### src/rtl/clock_div_prog.sv
// Runtime-programmable glitch-free clock divider with period tick.
// Optional CLKDIV_SYNC_EN adds a sync_in port that re-phases the output while running.
module clock_div_prog #(
  parameter int unsigned MAX_DIV    = 256,
  parameter int unsigned DEF_PERIOD = 4,
  parameter int unsigned DEF_HIGH   = 2,
  localparam int unsigned CW        = $clog2(MAX_DIV + 1)
) (
  input  logic          clock,
  input  logic          reset,
  input  logic          enable,
  input  logic          cfg_valid,
  output logic          cfg_ready,
  input  logic [CW-1:0] cfg_period,
  input  logic [CW-1:0] cfg_high,
`ifdef CLKDIV_SYNC_EN
  input  logic          sync_in,
`endif
  output logic          new_clock,
  output logic          period_tick,
  output logic          busy
);

  typedef enum logic [1:0] {IDLE, RUN, STOPPING} state_t;

  state_t        state, state_d;
  logic [CW-1:0] cnt, cnt_d, next_cnt;
  logic [CW-1:0] period_q, period_d, high_q, high_d;
  logic [CW-1:0] pend_period, pend_period_d, pend_high, pend_high_d;
  logic [CW-1:0] san_period, san_high;
  logic          pending, pending_d;
  logic          clk_d, tick_d;
  logic          accept, wrap, sync_hit, apply_edge;

  // Clamp an offered word into a legal period/high pair
  always_comb begin
    san_period = cfg_period;
    if (cfg_period < CW'(2))            san_period = CW'(2);
    else if (cfg_period > CW'(MAX_DIV)) san_period = CW'(MAX_DIV);
    san_high = cfg_high;
    if (cfg_high == '0)                 san_high = CW'(1);
    else if (cfg_high >= san_period)    san_high = san_period - CW'(1);
  end

  // Next-state, config staging and output decode
  always_comb begin
    state_d       = state;
    cnt_d         = cnt;
    period_d      = period_q;
    high_d        = high_q;
    pend_period_d = pend_period;
    pend_high_d   = pend_high;
    pending_d     = pending;
    clk_d         = 1'b0;
    tick_d        = 1'b0;

    accept   = cfg_valid && cfg_ready;
    wrap     = (cnt == period_q - CW'(1));
    next_cnt = cnt + CW'(1);
`ifdef CLKDIV_SYNC_EN
    sync_hit = (state == RUN) && sync_in;
`else
    sync_hit = 1'b0;
`endif
    apply_edge = (state == IDLE) || wrap || sync_hit;

    if (accept) begin
      pend_period_d = san_period;
      pend_high_d   = san_high;
      pending_d     = 1'b1;
    end
    // A word accepted on a boundary edge bypasses the pending buffer
    if (apply_edge && accept) begin
      period_d  = san_period;
      high_d    = san_high;
      pending_d = 1'b0;
    end else if (apply_edge && pending) begin
      period_d  = pend_period;
      high_d    = pend_high;
      pending_d = 1'b0;
    end

    case (state)
      IDLE: begin
        cnt_d = '0;
        if (enable) begin
          state_d = RUN;
          clk_d   = 1'b1;
          tick_d  = 1'b1;
        end
      end
      RUN, STOPPING: begin
        if (wrap || sync_hit) begin
          cnt_d = '0;
          if (state == RUN || enable) begin
            clk_d   = 1'b1;
            tick_d  = 1'b1;
            state_d = enable ? RUN : STOPPING;
          end else begin
            state_d = IDLE;
          end
        end else begin
          cnt_d   = next_cnt;
          clk_d   = (next_cnt < high_q);
          state_d = enable ? RUN : STOPPING;
        end
      end
      default: state_d = IDLE;
    endcase
  end

  always_ff @(posedge clock) begin
    if (reset) begin
      state       <= IDLE;
      cnt         <= '0;
      period_q    <= CW'(DEF_PERIOD);
      high_q      <= CW'(DEF_HIGH);
      pend_period <= CW'(DEF_PERIOD);
      pend_high   <= CW'(DEF_HIGH);
      pending     <= 1'b0;
      cfg_ready   <= 1'b1;
      new_clock   <= 1'b0;
      period_tick <= 1'b0;
      busy        <= 1'b0;
    end else begin
      state       <= state_d;
      cnt         <= cnt_d;
      period_q    <= period_d;
      high_q      <= high_d;
      pend_period <= pend_period_d;
      pend_high   <= pend_high_d;
      pending     <= pending_d;
      cfg_ready   <= !pending_d;
      new_clock   <= clk_d;
      period_tick <= tick_d;
      busy        <= (state_d != IDLE);
    end
  end

endmodule

### config.mk
export PLATFORM = sky130hd
export DESIGN_NAME = clock_div_prog
export DESIGN_NICKNAME = d
export VERILOG_FILES = /design/src/rtl/clock_div_prog.sv
export SDC_FILE = /design/constraint.sdc
export NUM_CORES = 1
export LEC_CHECK = 0
export CAP_MARGIN = 20
export CELL_PAD_IN_SITES_DETAIL_PLACEMENT = 1
export CELL_PAD_IN_SITES_GLOBAL_PLACEMENT = 1
export CORE_MARGIN = 2
export CORE_UTILIZATION = 40
export CTS_CLUSTER_SIZE = 8
export DETAILED_ROUTE_END_ITERATION = 8
export PLACE_DENSITY = 0.7
export SLEW_MARGIN = 20
export SYNTH_ARGS = -nofsm -noshare
export SYNTH_HDL_FRONTEND = slang
export SYNTH_SLANG_ARGS = --single-unit
export TNS_END_PERCENT = 1
### constraint.sdc
create_clock -name clock -period 5 [get_ports clock]
set_input_delay 1 -clock clock [delete_from_list [all_inputs] [get_ports clock]]
set_output_delay 1 -clock clock [all_outputs]
set_load 0.02 [all_outputs]
==> out/metrics.sh <==
FIN_CRIT_PS=4240
SYN_INST=370
CP_TOP_FAMILY='compound AO/OA/AOI/OAI gates'
FLOORPLAN_CORE_AREA_UM2=7650
POWER.SHARE.CLOCK=0.247
CP.DEPTH=13
GRT_START_MAX_NET_PINS=38
NUM_VIAS=2707
CTS_REPAIR_RESIZE_COUNT=0
MAIN_SYNTH_FF_TYPE='sky130_fd_sc_hd__dfxtp_1'
CRITPATHLAUNCHTYPE='input pin'
SYNTH_SEQUENTIAL_AREA_RATIO=0.332
REMAINING_MAX_SLEW_BUDGET_AT_THE_TIGHTEST_PIN=0.528
POST_SYNTH.CELL_AREA_AVG_UM2=8.48
CELLPOWERDENSITY_nW_PER_UM2=273
YOSYS_REGISTER_BITS=52
CRIT_SLOWEST_CELL='sky130_fd_sc_hd__clkdlybuf4s50_1'
TIMING.SETUP.TNS_PS=0
P_SW_FRAC=0.317
MAX_CAP_VIOLATIONS=0
FP.DIEH_UM=92.6
STATUS='completed'
SETUP.WORST_PATH.CLASS='in -> reg'
POWER.STATIC_LEAKAGE_nW=1.42
WORST_SLACK_AFTER_DETAILED_PLACEMENT_PS=519
DETAIL-ROUTE-ANTENNA-NETS=0
LAYOUT_COMMONEST_CELL='sky130_fd_sc_hd__dfxtp_1'
CP_NUM_BUF_INV=2
CLOCK-SKEW-FINAL_PS=7.28
PLACE_CONGESTION=0.834
NUM-NETS-FINAL=434
GR-USAGE-ALL-LAYERS=0.203
SYNTH-EDFF-COUNT=0
CRITICAL_PATH_REQUIRED_PS=5200
DIE-AREA_UM2=8570
VDD.IR_DROP.WORST_mV=0.144
INITIAL_UTILIZATION=0.410
NUMBER_OF_BUFFERS_INSERTED_BY_POST_CTS_SETUP_REPAIR=0
DRIVE_ABOVE_1_SHARE=0.0795
CLK_TRANSITION_REPORTED_PATHS_PS=90
CRITICAL_PATH.STARTPOINT='cfg_period[2]'
DPL.HPWL_MM=6.23
FINAL_COUNT_OF_NEGATIVE_SETUP_SLACK_ENDPOINTS=0
SYN_NETS=415
CTS.ROOT.BUFFER_CELL='sky130_fd_sc_hd__clkbuf_8'
TIMING.FINAL.CRIT_SHARE=0.848
POST-ROUTE-WORST-SETUP-SLACK_PS=762
GRT_FIRST_PASS_WIRELENGTH_MM=13.8
CELL_INTERNAL_PWR_mW=0.662
POWER.NET_SWITCHING_mW=0.307
TIMING.FINAL.HOLD_VIOLATIONS=0
SYN2LAYOUT_AREA_GROWTH_PCT=13.0
FIRST_PASS_ITERS=4
FF2FF_SETUP_SLACK_PS=2120
POST_SYNTH_NUM_CELL_TYPES=60
NUMBER_OF_ANTENNA_VIOLATIONS_AT_THE_FIRST_CHECK_IN_GLOBAL_ROUTING=0
CP_SLOWEST_STAGE_DELAY_PS=490
SYNTH.TOP_CELL.AREA_SHARE=0.332
R2R_END='high_q[0]$_SDFFE_PP0P_'
PORT_BUFFERS=25
CTS_NUM_SINKS=52
STDCELL_AREA_UM2=3540
SYNTH.YOSYS.WARNINGS=0
SYNTH_ASYNC_SR_FLOP_SHARE=0
SHARE_COMB_OF_TOTAL_POWER=0.262
CTS_HOLD_BUFFERS=0
LAYOUT.CELLS.NON_FILLER=492
TRITONCTS_CLOCK_TREE='built'
RSZ0062_AT_GRT='no'
TIMING.FMAX_MHz=236
R2R_CELLS=9
WL_PER_CELL_UM=16.1
DRTITER0DRC=79
CRIT-REG2REG-LAUNCH='period_q[0]$_SDFFE_PP0P_'
CLK-INSERTION-DELAY-LATE_PS=310
ANTENNA_CELLS=0
DIE_WIDTH_UM=92.6
SYNTH.TOP_CELLS.BY_AREA='sky130_fd_sc_hd__dfxtp_1 (33%), sky130_fd_sc_hd__ha_1 (9.2%), sky130_fd_sc_hd__a21oi_1 (6.1%)'
HOLD_PATH.CLASS='reg -> reg'
IOPINCOUNT=26
SHARE_SEQ_OF_TOTAL_POWER=0.491
LAYOUT_COMMON_CELLS='sky130_fd_sc_hd__dfxtp_1 (52), sky130_fd_sc_hd__a21oi_1 (38), sky130_fd_sc_hd__nand2_1 (36)'
CRITICAL_PATH.ENDPOINT='high_q[0]$_SDFFE_PP0P_'
ROUTED_VIA_DENSITY=5.50
DRC=0
MAX_SLEW.WORST_PIN.SLEW_PS=705
AREA_POST_PLACEMENT_UM2=3460
DRV_SLEW=0
SYN-CELL-AREA_UM2=3140
GRT_PASS1_VIAS=2799
CTS_BUFFER_DEPTH=2
POST-ROUTE-UTIL=0.464
CTS-HTREE-LEVELS=2
GRT_OVERFLOW=0
NFILLCELLS=932
NETLIST.TOP_CELL.BY_AREA='sky130_fd_sc_hd__dfxtp_1'
TOTAL_WIRE_LENGTH_AFTER_DETAILED_ROUTING_MM=7.94
AREA_OF_THE_MULTI_INPUT_GATES_UM2=1940
REGAREA_UM2=1040
DP.CELLS=484
TIMING.CRITICAL_PATH.TO_TYPE='flip-flop'
CTS_MADE_BUFFERS=5
TIMING.CRITICAL_PATH.ARRIVAL_PS=4440
ROWS=32
CRIT_FANOUT=10
PATH_CELLS='clkdlybuf4s50_1 > nor3_1 > nand2_1 > o211ai_1 > inv_1 > ha_1 > nand2b_1 > a2111oi_0 > o31ai_1 > o21ai_2 > mux2i_1 > a211oi_1 > mux2_1'
-- cell type report --
class | count | share of cell area
multi-input cells | 281 | 0.547
flip-flops and latches | 52 | 0.294
repair buffers | 27 | 0.0748
well taps | 102 | 0.0360
inverters | 22 | 0.0233
clock buffers | 5 | 0.0194
clock inverters | 3 | 0.00529
-- worst register-to-register path, delay by kind of cell, from the launching register on --
kind                       cells  cell delay [ps]
AOI/OAI and AO/OA              3              750
DFF                            1              370
adders and majority gates      1              200
buffers and inverters          1              110
muxes                          1              360
and+or+nand+nor                3             1010
-- cell families after synthesis --
kind of cell / synth area share
AO/OA/AOI/OAI: 0.235
multiplexers: 0.0487
flip-flops: 0.332
adder cells (fa/ha/maj): 0.0917
buffers and inverters: 0.0495
XOR/XNOR: 0.0531
AND/OR/NAND/NOR: 0.190
-- power groups by stage --
| stage | clock network, mW | logic, mW | registers [mW] |
|---|---|---|---|
| 2_1_floorplan | 0 | 0.179 | 0.482 |
| 3_3_place_gp | 0 | 0.250 | 0.484 |
| 3_5_place_dp | 0 | 0.255 | 0.486 |
| 4_1_cts | 0.253 | 0.257 | 0.476 |
| 5_1_grt | 0.273 | 0.288 | 0.481 |
| 6_report | 0.239 | 0.254 | 0.475 |
-- worst min-delay path by stage --
| stage | slack, ps | from | depth (start not counted) | end |
|---|---|---|---|---|
| after floorplan | 430 | pend_period[2]$_SDFFE_PP1P_ | 1 | pend_period[2]$_SDFFE_PP1P_ |
| after global placement | 440 | pend_period[8]$_SDFFE_PP0P_ | 2 | pend_period[8]$_SDFFE_PP0P_ |
| after detailed placement | 450 | pend_high[8]$_SDFFE_PP0P_ | 2 | pend_high[8]$_SDFFE_PP0P_ |
| after CTS | 460 | pend_high[8]$_SDFFE_PP0P_ | 2 | pend_high[8]$_SDFFE_PP0P_ |
| after global routing | 490 | pend_high[2]$_SDFFE_PP0P_ | 2 | pend_high[2]$_SDFFE_PP0P_ |
| final | 460 | pend_high[8]$_SDFFE_PP0P_ | 2 | pend_high[8]$_SDFFE_PP0P_ |
-- synth_stat cells (3+ instances only) --
| library cell | n |
|---|---|
| sky130_fd_sc_hd__o22a_1 | 7 |
| sky130_fd_sc_hd__inv_1 | 21 |
| sky130_fd_sc_hd__nand2_1 | 36 |
| sky130_fd_sc_hd__nand2b_1 | 6 |
| sky130_fd_sc_hd__buf_1 | 3 |
| sky130_fd_sc_hd__xor2_1 | 7 |
| sky130_fd_sc_hd__ha_1 | 23 |
| sky130_fd_sc_hd__clkbuf_1 | 9 |
| sky130_fd_sc_hd__nor2_1 | 31 |
| sky130_fd_sc_hd__mux2_1 | 5 |
| sky130_fd_sc_hd__nor2b_1 | 4 |
| sky130_fd_sc_hd__nand3_1 | 9 |
| sky130_fd_sc_hd__a21o_1 | 6 |
| sky130_fd_sc_hd__o21a_1 | 5 |
| sky130_fd_sc_hd__o32ai_1 | 7 |
| sky130_fd_sc_hd__mux2_2 | 5 |
| sky130_fd_sc_hd__or2_2 | 4 |
| sky130_fd_sc_hd__xnor2_1 | 12 |
| sky130_fd_sc_hd__dfxtp_1 | 52 |
| sky130_fd_sc_hd__nor3_1 | 5 |
| sky130_fd_sc_hd__mux2i_1 | 4 |
| sky130_fd_sc_hd__a21oi_1 | 38 |
| sky130_fd_sc_hd__a22o_1 | 6 |
| sky130_fd_sc_hd__o21ai_0 | 14 |
| sky130_fd_sc_hd__nor4_1 | 3 |
-- state kept, by name, summed over array words and instances (netlist names), 2 cells and up --
name	cells
cnt	9
high_q	9
pend_high	9
pend_period	9
period_q	9
state	2
-- layer usage --
metal / routed length [µm] / share of wire / track usage
met3: 141 / 0.018 / 0.0277
met2: 3550 / 0.45 / 0.322
met4: 94 / 0.012 / 0.0510
met5: 0 / 0 / 0
met1: 4160 / 0.52 / 0.289
-- metrics by stage --
stage | total power, mW | hold WS (ps)
after global routing | 1.04 | 489
after global placement | 0.734 | 439
after floorplan | 0.662 | 429
after CTS | 0.985 | 460
final | 0.969 | 461
after detailed placement | 0.741 | 447
No activity file was read; power rests on OpenSTA's default activity.
